## src/rtl/cordic_arbiter.sv

```systemverilog
// cordic_arbiter
// Shares one CORDIC core between two requesters (ch0, ch1) with round-robin
// arbitration. Each request carries x/y/z operands, a mode bit and an
// iteration count. The arbiter launches the core, waits for its done pulse,
// and returns the result on a shared response channel tagged with the owner
// id. A watchdog aborts a transaction whose done pulse never arrives.
//
// Ports
//   clk, rst                  clock (rising edge), synchronous active-high reset
//   req{0,1}_valid/_ready     request handshake per channel
//   req{0,1}_x/_y/_z          18-bit signed Q2.16 operands
//   req{0,1}_mode             0 = rotation, 1 = vectoring
//   req{0,1}_niter            iteration count (0 selects DEF_NITER)
//   rsp_valid/_ready          response handshake
//   rsp_id                    requester owning the response
//   rsp_timeout               response produced by the watchdog
//   rsp_xn/_yn/_zn            result values
//   cq_start                  one-cycle start pulse to the CORDIC core
//   cq_x0/_y0/_z0, cq_rot0_vec1, cq_n_iter   operands to the core
//   cq_done, cq_busy          core status
//   cq_xn/_yn/_zn             core results
module cordic_arbiter #(
  parameter int unsigned TIMEOUT_CYC = 64,
  parameter logic [3:0]  DEF_NITER   = 4'd15
) (
  input  logic        clk,
  input  logic        rst,
  input  logic        req0_valid,
  output logic        req0_ready,
  input  logic [17:0] req0_x,
  input  logic [17:0] req0_y,
  input  logic [17:0] req0_z,
  input  logic        req0_mode,
  input  logic [3:0]  req0_niter,
  input  logic        req1_valid,
  output logic        req1_ready,
  input  logic [17:0] req1_x,
  input  logic [17:0] req1_y,
  input  logic [17:0] req1_z,
  input  logic        req1_mode,
  input  logic [3:0]  req1_niter,
  output logic        rsp_valid,
  input  logic        rsp_ready,
  output logic        rsp_id,
  output logic        rsp_timeout,
  output logic [18:0] rsp_xn,
  output logic [18:0] rsp_yn,
  output logic [17:0] rsp_zn,
  output logic        cq_start,
  output logic [17:0] cq_x0,
  output logic [17:0] cq_y0,
  output logic [17:0] cq_z0,
  output logic        cq_rot0_vec1,
  output logic [3:0]  cq_n_iter,
  input  logic        cq_done,
  input  logic        cq_busy,
  input  logic [18:0] cq_xn,
  input  logic [18:0] cq_yn,
  input  logic [17:0] cq_zn
);

  localparam int unsigned CW = $clog2(TIMEOUT_CYC) + 1;

  typedef enum logic [1:0] {
    IDLE,
    LAUNCH,
    WAIT,
    RESP
  } state_t;

  state_t        state;
  logic          last_grant;
  logic          cur_id;
  logic          grant;
  logic          accept;
  logic          expired;
  logic [CW-1:0] cnt;

  logic [17:0]   sel_x;
  logic [17:0]   sel_y;
  logic [17:0]   sel_z;
  logic          sel_mode;
  logic [3:0]    sel_niter;

  // Round-robin: a tie goes to the channel that was not granted last.
  always_comb begin
    grant = req1_valid;
    if (req0_valid && req1_valid) begin
      grant = ~last_grant;
    end
  end

  always_comb begin
    sel_x     = req0_x;
    sel_y     = req0_y;
    sel_z     = req0_z;
    sel_mode  = req0_mode;
    sel_niter = req0_niter;
    if (grant) begin
      sel_x     = req1_x;
      sel_y     = req1_y;
      sel_z     = req1_z;
      sel_mode  = req1_mode;
      sel_niter = req1_niter;
    end
  end

  // Ready and start are handshake strobes for the current cycle, so they are
  // decoded from the registered state; reset forces them low.
  assign req0_ready = ~rst & (state == IDLE) & req0_valid & ~grant;
  assign req1_ready = ~rst & (state == IDLE) & req1_valid &  grant;
  assign accept     = req0_ready | req1_ready;
  assign cq_start   = ~rst & (state == LAUNCH) & ~cq_busy;

  // cnt is cleared on the start pulse and advances on every WAIT cycle, so
  // cnt+1 is the number of cycles elapsed since the start pulse; the abort
  // fires on the cycle that reaches TIMEOUT_CYC-1 elapsed.
  assign expired = (cnt + CW'(1)) == CW'(TIMEOUT_CYC - 1);

  always_ff @(posedge clk) begin
    if (rst) begin
      state        <= IDLE;
      last_grant   <= 1'b1;
      cur_id       <= 1'b0;
      cnt          <= '0;
      cq_x0        <= '0;
      cq_y0        <= '0;
      cq_z0        <= '0;
      cq_rot0_vec1 <= 1'b0;
      cq_n_iter    <= '0;
      rsp_valid    <= 1'b0;
      rsp_id       <= 1'b0;
      rsp_timeout  <= 1'b0;
      rsp_xn       <= '0;
      rsp_yn       <= '0;
      rsp_zn       <= '0;
    end else begin
      case (state)
        IDLE: begin
          if (accept) begin
            cq_x0        <= sel_x;
            cq_y0        <= sel_y;
            cq_z0        <= sel_z;
            cq_rot0_vec1 <= sel_mode;
            cq_n_iter    <= (sel_niter == 4'd0) ? DEF_NITER : sel_niter;
            cur_id       <= grant;
            last_grant   <= grant;
            state        <= LAUNCH;
          end
        end
        LAUNCH: begin
          if (!cq_busy) begin
            cnt   <= '0;
            state <= WAIT;
          end
        end
        WAIT: begin
          cnt <= cnt + CW'(1);
          if (cq_done) begin
            rsp_xn      <= cq_xn;
            rsp_yn      <= cq_yn;
            rsp_zn      <= cq_zn;
            rsp_timeout <= 1'b0;
            rsp_id      <= cur_id;
            rsp_valid   <= 1'b1;
            state       <= RESP;
          end else if (expired) begin
            rsp_xn      <= '0;
            rsp_yn      <= '0;
            rsp_zn      <= '0;
            rsp_timeout <= 1'b1;
            rsp_id      <= cur_id;
            rsp_valid   <= 1'b1;
            state       <= RESP;
          end
        end
        RESP: begin
          if (rsp_ready) begin
            rsp_valid <= 1'b0;
            state     <= IDLE;
          end
        end
        default: state <= IDLE;
      endcase
    end
  end

endmodule

```

## config.mk

```make
export PLATFORM = sky130hd
export DESIGN_NAME = cordic_arbiter
export DESIGN_NICKNAME = d
export VERILOG_FILES = /design/src/rtl/cordic_arbiter.sv
export SDC_FILE = /design/constraint.sdc
export NUM_CORES = 1
export LEC_CHECK = 0
export ABC_AREA = 1
export CORE_MARGIN = 3
export CORE_UTILIZATION = 35
export CTS_CLUSTER_DIAMETER = 200
export CTS_CLUSTER_SIZE = 12
export DETAILED_ROUTE_END_ITERATION = 7
export PLACE_DENSITY = 0.86
export SYNTH_ARGS = -nofsm -noshare
export SYNTH_HDL_FRONTEND = slang
export SYNTH_SLANG_ARGS = --single-unit
export TNS_END_PERCENT = 100
```

## constraint.sdc

```tcl
create_clock -name clk -period 1.6 [get_ports clk]
set_input_delay 0.48 -clock clk [delete_from_list [all_inputs] [get_ports clk]]
set_output_delay 0.48 -clock clk [all_outputs]
set_load 0.02 [all_outputs]
```

==> impl_results.md, run 1 <==
- Hold path depth: 2
- Synth top area share: 0.476
- Final Power: 0.0149 W
- Hold path start: rsp_valid
- Flop pwr share: 0.287
- Status: complete, but fails checks
- Slew headroom: 0.316
- Number of DRC markers in iteration 0: 262
- Final wirelength: 24500 um
- I/O pins: 302
- Power density over the cells: 1390 nW/um^2
- Worst R2R End: cq_y0[9]
- Worst setup margin: -0.285 ns
- Post-DP HPWL: 13500 um
- Crit path capture type: primary output
- Slew Limit Fails: 0
- Yosys reg bits: 129
- Combinational power share: 0.434
- Sw Ratio: 0.370
- Clock transition at path regs: 0.06 ns
- Nets: 1218
- Die height: 131 um
- Multi-input gate area: 3760 um^2
- Reg2reg setup slack: -0.26 ns
- Failing checks: negative setup slack
- Routed wire per std cell: 20.0 um
- Largest net degree at the start of global routing: 66
- Vias: 6530
- Worst endpoint data arrival time: 1.40 ns
- Chip width: 131 um
- H-tree levels: 4
- Core area: 14900 um^2
- Mapped cell area: 5430 um^2
- Clock power frac: 0.279
- Filler instances: 971
- Max Clock Freq: 0.531 GHz
- RSZ-0062 raised after global routing: true
- Placed Area: 8740 um^2
- GP Congestion: 0.789
- Number of synthesized flops with an enable pin: 0
- CTS tree: yes
- Reg area: 2590 um^2
- Hold EP: rsp_valid
- Setup Skew: 0.00940 ns
- Global-route wire length before repair: 32600 um
- P_sw: 0.00553 W
- R2R Path Start: state[1]
- WP data required: 1.12 ns
- Vias per cell: 5.32
- Clock tree sinks: 129
- DRC viols: 0
- CTS Buffer Depth: 2
- FP Rows: 44
- Max cap viols: 0
- Root Driver: clkbuf_16
- Post-layout min period: 1.88 ns
- Mapped Nets: 887
- Post-route cell area: 10800 um^2
- Post-Route Utilization: 0.724
- Ratio of cells with drive above 1 in the final layout: 0.397
- Most used flip-flop cell after synthesis: dfxtp_1
- Pre-CTS setup slack: -0.802 ns
- IO Port Bufs: 301
- Router iterations before antenna repair: 5
- Synthesis Warnings: 0
- Total gr overflow: 0
- Internal Pwr Total: 0.00940 W
- Setup crit start kind: register
- Post-synthesis cell count: 699
- Worst hold path class: register to register
- GRT Util Overall: 0.247
- Worst IR Drop VDD: 0.880 mV
- CTS Buf Count: 17
- Fraction of registers with async set/reset: 0
- Worst skew pair latency: 0.41 ns
- Synth area leader: dfxtp_1
- Worst slew pin tran: 1.03 ns
- Final Hold Fails: 0
- Fin Setup TNS: -23.57 ns
- Sequential share of the synthesized area: 0.476
- Syn-to-layout area delta: 98.4%
- Initial Util: 0.365
- Count leader, synth: nand2_1
- Leakage power: 4.19 nW
- Antenna Nets Post-Route: 0
- Vias in the first global route: 6333
- Antenna violations before repair: 0
- Post-synth top cells: 227 x nand2_1, 129 x dfxtp_1, 61 x o21ai_0
- Largest fanout on the critical path: 2
- R2R depth: 12
- Area contributors post-synth: dfxtp_1 48%, nand2_1 16%, a31oi_1 6.8%
- Die ar.: 17000 um^2
- Crit path kind: register to primary output
- Final setup fails: 122
- Netlist cell types: 25
- Part of the cycle the worst path needs: 1.18
- Post-synthesis average cell area: 7.76 um^2
## area by class of cell
cell class / instances / area share
Multi-Input combinational cell: 494 / 0.349
Timing Repair Buffer: 363 / 0.321
Sequential cell: 129 / 0.241
Clock buffer: 19 / 0.0411
Tap cell: 184 / 0.0214
Clock inverter: 13 / 0.0173
Inverter: 25 / 0.00918
Antenna cell: 1 / 0.000232
## power groups by stage
stage                     clock network, W  logic (W)  registers, W
after detailed placement                 0    0.00444       0.00412
after floorplan                          0    0.00174       0.00471
after CTS                          0.00419    0.00557       0.00412
after global routing               0.00435    0.00684       0.00433
final                              0.00417    0.00649       0.00428
after global placement                   0    0.00437       0.00411
## cells in the final DEF (no fill, tap or decap), types with 8 or more instances in the layout
master | netlist | final
buf_16 | 0 | 13
o21ai_0 | 61 | 11
nand3_1 | 11 | 11
nand2_4 | 2 | 56
nand2_1 | 227 | 198
buf_6 | 0 | 11
o21ai_2 | 0 | 27
clkbuf_2 | 0 | 92
clkbuf_16 | 0 | 21
a31oi_4 | 0 | 26
clkdlybuf4s50_1 | 0 | 178
clkdlybuf4s15_1 | 0 | 12
dfxtp_1 | 129 | 123
o21ai_4 | 0 | 18
a21oi_2 | 29 | 54
nor2_4 | 1 | 8
a21oi_1 | 37 | 12
a31oi_1 | 59 | 31
buf_4 | 0 | 26
inv_1 | 24 | 19
## worst max-delay path, stage by stage, from the launching register on
cell and delay (ns):
dfxtp_2 0.32, inv_2 0.07, ha_4 0.15, nand2_4 0.08, buf_6 0.12, nor2_4 0.11
buf_6 0.13
## timing repair
item,CTS,global route
buffers inserted,18,2
hold buffers,0,0
gates resized for setup,296,380
gates cloned,14,5
endpoints found under the setup margin,246,220
pin swaps,19,25
## per-layer routing
layer	up-vias	wire length [um]	track usage
li1	3001	-	-
met1	3106	8640	0.260
met2	336	12400	0.444
met3	87	2330	0.0935
met4	0	1100	0.100
met5	-	0	0
## worst max path at each step
stage               start    endpoint  slack, ns  cells past startpoint
3_3_place_gp   req0_valid  req0_ready      -0.79                      6
3_5_place_dp   req0_valid  req0_ready      -0.80                      6
2_1_floorplan      cnt[1]  rsp_xn[10]      -0.02                     14
6_report         state[0]  req1_ready      -0.28                      6
4_1_cts          state[1]  req0_ready      -0.27                      7
5_1_grt          state[1]    cq_y0[9]      -0.39                     12
## through the flow
step,hold slack [ns],instances
final,0.459,1228
after detailed placement,0.451,1162
after CTS,0.457,1225
after floorplan,0.429,699
after global placement,0.444,1162
after global routing,0.481,1227
## sequential cells by signal (all words and copies together), names as in the netlist
register,cells
rsp_xn,19
rsp_yn,19
cq_x0,18
cq_y0,18
cq_z0,18
rsp_zn,18
cnt,7
cq_n_iter,4
state,2
cq_rot0_vec1,1
cur_id,1
last_grant,1
rsp_id,1
rsp_timeout,1
rsp_valid,1
## logic make-up (layout without fill, tap and decap cells)
group,count (synthesis),count (layout),synth area share
adder cells (fa/ha/maj),7,7,0.0161
other,0,1,0
multiplexers,4,4,0.00738
AND/OR/NAND/NOR,294,294,0.228
buffers and inverters,76,420,0.0639
flip-flops,129,129,0.476
AO/OA/AOI/OAI,189,189,0.209
Power figures use the tool's default switching activity.
==> run 2, diff against run 1 <==
--- a/config.mk
+++ b/config.mk
@@ -12,6 +12,7 @@
 export CTS_CLUSTER_SIZE = 12
 export DETAILED_ROUTE_END_ITERATION = 7
 export PLACE_DENSITY = 0.86
+export SLEW_MARGIN = 30
 export SYNTH_ARGS = -nofsm -noshare
 export SYNTH_HDL_FRONTEND = slang
 export SYNTH_SLANG_ARGS = --single-unit
==> results of run 2 <==
The final DEF is identical to that of run 1; final timing and power are the same.
==> run 3, diff against run 2 <==
--- a/config.mk
+++ b/config.mk
@@ -5,13 +5,12 @@
 export SDC_FILE = /design/constraint.sdc
 export NUM_CORES = 1
 export LEC_CHECK = 0
-export ABC_AREA = 1
 export CORE_MARGIN = 3
-export CORE_UTILIZATION = 35
+export CORE_UTILIZATION = 34
 export CTS_CLUSTER_DIAMETER = 200
 export CTS_CLUSTER_SIZE = 12
 export DETAILED_ROUTE_END_ITERATION = 7
-export PLACE_DENSITY = 0.86
+export PLACE_DENSITY = 0.85
 export SLEW_MARGIN = 30
 export SYNTH_ARGS = -nofsm -noshare
 export SYNTH_HDL_FRONTEND = slang
==> constraint.sdc (replaced) <==
create_clock -name clk -period 1.6 [get_ports clk]
set_input_delay 0.24 -clock clk [delete_from_list [all_inputs] [get_ports clk]]
set_output_delay 0.24 -clock clk [all_outputs]
set_load 0.02 [all_outputs]
==> run 3 against run 2 <==
Effect of this change: the run still ends with negative setup slack left; sequential cell count stayed put; sequential share of layout area is 0.63 points higher; maximum frequency is 5.4% lower; final area is 2.6% lower; critical path depth is 1 higher; global-route usage is 2.5 points lower; largest cell class is now buffers; highest routed layer unchanged.
==> impl_results.md, run 3 <==
- Post-DP HPWL: 13000 um (-3.0%)
- Synthesis Warnings: 0 (unchanged)
- Largest net degree at the start of global routing: 69 (+4.5%)
- Post-synthesis cell count: 511 (-27%)
- Power density over the cells: 1280 nW/um^2 (-7.9%)
- CTS tree: yes
- Fraction of registers with async set/reset: 0 (unchanged)
- WP data required: 1.91 ns (+0.79 ns)
- H-tree levels: 4 (unchanged)
- Nets: 1057 (-13%)
- Area contributors post-synth: dfxtp_1 49%, mux2i_1 12%, a32o_1 11%
- Number of DRC markers in iteration 0: 225 (-14%)
- Setup Skew: 0.0120 ns (+0.00256 ns)
- P_sw: 0.00459 W (-17%)
- Combinational power share: 0.400 (-0.034)
- Slew Limit Fails: 0 (unchanged)
- Worst endpoint data arrival time: 2.30 ns (+0.90 ns)
- Synth top area share: 0.494 (+0.0176)
- Total gr overflow: 0 (unchanged)
- Layer with the highest usage: met2
- GRT Util Overall: 0.222 (-0.0249)
- Routed wire per std cell: 19.9 um (-0.41%)
- Vias: 5670 (-13%)
- Post-synthesis average cell area: 10.2 um^2 (+32%)
- Setup crit start kind: register
- Most frequent cells in the layout: 178 x clkdlybuf4s50_1, 123 x dfxtp_1, 104 x dlygate4sd2_1, 58 x mux2i_1, 56 x a32o_1
- Antenna violations before repair: 0 (unchanged)
- Root Driver: clkbuf_16
- Fin Setup TNS: -24.98 ns (-1.41 ns)
- Compound-Gate Fraction of Synth Area: 0.235 (+0.0257)
- Chip width: 130 um (-0.35%)
- Leakage power: 4.61 nW (+10%)
- Netlist cell types: 39 (+56%)
- Filler instances: 1008 (+3.8%)
- Most used flip-flop cell after synthesis: dfxtp_1
- Die ar.: 16900 um^2 (-0.70%)
- Global-route wire length before repair: 29500 um (-9.5%)
- Syn-to-layout area delta: 100%
- Count leader, synth: dfxtp_1
- Slew headroom: 0.403 (+0.0868)
- Largest fanout on the critical path: 7 (+5)
- Worst setup margin: -0.392 ns (-0.107 ns)
- Post-layout min period: 1.99 ns (+0.107 ns)
- Crit path capture type: register
- GP Congestion: 0.800 (+1.5%)
- Synth area leader: dfxtp_1
- Diodes inserted: 0 (-1)
- XOR/XNOR Fraction of Synth Area: 0 (unchanged)
- IO Port Bufs: 301 (unchanged)
- Clock power frac: 0.282 (+0.003)
- DRC viols: 0 (unchanged)
- Worst IR Drop VDD: 0.856 mV (-2.7%)
- Post-synthesis simple-gate area fraction: 0.0863 (-0.141)
- Die height: 130 um (-0.35%)
- RSZ-0062 raised after global routing: true
- Final Power: 0.0134 W (-10%)
- Crit path kind: register to register
- Router iterations before antenna repair: 5 (unchanged)
- Hold Slack: 0.262 ns (-0.197 ns)
- Adder-cell area share of the yosys netlist: 0.0167 (+0.000598)
- Sequential share of the synthesized area: 0.494 (+0.0176)
- GR Util met1: 0.261 (+0.000537)
- Post-Route Utilization: 0.708 (-0.0164)
- Final setup fails: 117 (-4.1%)
- Met2 Use GR: 0.385 (-0.0587)
- Worst slew pin tran: 0.895 ns (-0.130 ns)
- Clock tree sinks: 129 (unchanged)
- Number of synthesized flops with an enable pin: 0 (unchanged)
- Met3 Track Usage GR: 0.0626 (-0.0309)
- CTS Buffer Depth: 2 (unchanged)
- Vias in the first global route: 5679 (-10%)
- Sw Ratio: 0.342 (-0.0280)
- Worst skew pair latency: 0.41 ns (about the same)
- Vias per cell: 5.32 (about the same)
- I/O pins: 302 (unchanged)
- Worst hold path class: input pin to register
- Max cap viols: 0 (unchanged)
- Ratio of cells with drive above 1 in the final layout: 0.291 (-0.106)
- Internal Pwr Total: 0.00881 W (-6.3%)
- Initial Util: 0.353 (-0.0117)
- Mapped cell area: 5230 um^2 (-3.6%)
- Largest family of logic cells by synthesized area: compound AO/OA/AOI/OAI gates
- Final Hold Fails: 0 (unchanged)
- Flop pwr share: 0.319 (+0.032)
- Failing checks: negative setup slack
- # hold bufs at CTS: 0 (unchanged)
- Clock transition at path regs: 0.06 ns (about the same)
- Status: complete, but fails checks
- FP Rows: 44 (unchanged)
- Part of the cycle the worst path needs: 1.24 (+0.0670)
- Post-synth top cells: 129 x dfxtp_1, 69 x nor2_1, 62 x mux2i_1
- Core area: 14800 um^2 (-0.37%)
- Proportion of synthesized area in mux cells: 0.121 (+0.113)
- Leading registers by flop count: rsp_xn x19, rsp_yn x19
- Max Clock Freq: 0.502 GHz (-5.4%)
- CTS Buf Count: 17 (unchanged)
- Yosys reg bits: 129 (unchanged)
- Antenna Nets Post-Route: 0 (unchanged)
- Final wirelength: 21200 um (-14%)
- Mapped Nets: 699 (-21%)
- Most common cell after layout, fill and taps aside: clkdlybuf4s50_1
run 3: critical path, stage by stage, from the launching register on:
cell and delay, ns:
dfxtp_4 0.35, ha_4 0.17, and4bb_1 0.25, a22oi_2 0.05, a221o_1 0.35, a21o_4 0.27
clkbuf_16 0.18, a32o_1 0.25
run 3: path summary, 6_finish.rpt:
kind / from / to / slack [ns] / cells past startpoint
worst min register to register: rsp_zn[8] / rsp_zn[8] / 0.49 / 1
worst max register to register: cnt[0] / rsp_zn[3] / -0.39 / 7
worst max-delay path: cnt[0] / rsp_zn[3] / -0.39 / 7
worst min-delay path: rst / cnt[3] / 0.26 / 3
run 3: per-layer routing:
| layer | up-vias | routed length (um) |
|---|---|---|
| li1 | 2648 | - |
| met1 | 2759 | 8190 |
| met2 | 214 | 11100 |
| met3 | 49 | 1220 |
| met4 | 0 | 628 |
| met5 | - | 0 |
run 3: power by group through the flow:
stage | clock network, W | logic, W | registers [W]
global route | 0.00398 | 0.00566 | 0.00433
detailed placement | 0 | 0.00430 | 0.00420
CTS | 0.00380 | 0.00503 | 0.00419
global placement | 0 | 0.00424 | 0.00418
floorplan | 0 | 0.00132 | 0.00488
finish | 0.00377 | 0.00535 | 0.00427
run 3: repair_timing:
| action | in CTS | in global routing |
|---|---|---|
| pin swaps | 53 | 22 |
| resized for setup | 238 | 114 |
| buffers inserted | 15 | 13 |
| setup endpoints to repair | 224 | 145 |
| gates cloned | 9 | 4 |
run 3: stage by stage:
stage	cell area, um^2	setup slack (ns)	std cells
after CTS	10100	-0.390	1061
after floorplan	5300	-0.355	511
after detailed placement	8860	-0.478	1005
after global placement	8860	-0.438	1005
final	10500	-0.392	1066
after global routing	10500	-0.422	1066
run 3: area by class of cell:
type                       instances  area (um^2)  share of cell area
multi-input combinational        325         3070               0.293
sequential                       129         2590               0.247
tap                              184          230              0.0220
clock buffer                      18          429              0.0409
clock inverter                    14          140              0.0134
timing repair buffer             388         3990               0.381
inverter                           8         32.5             0.00310
run 3: cells by family (layout without fill, tap and decap cells):
logic type,Yosys count,count (layout)
and+or+nand+nor,103,103
AOI/OAI and AO/OA,152,152
DFF,129,129
buffers and inverters,57,428
adders and majority gates,7,7
muxes,63,63
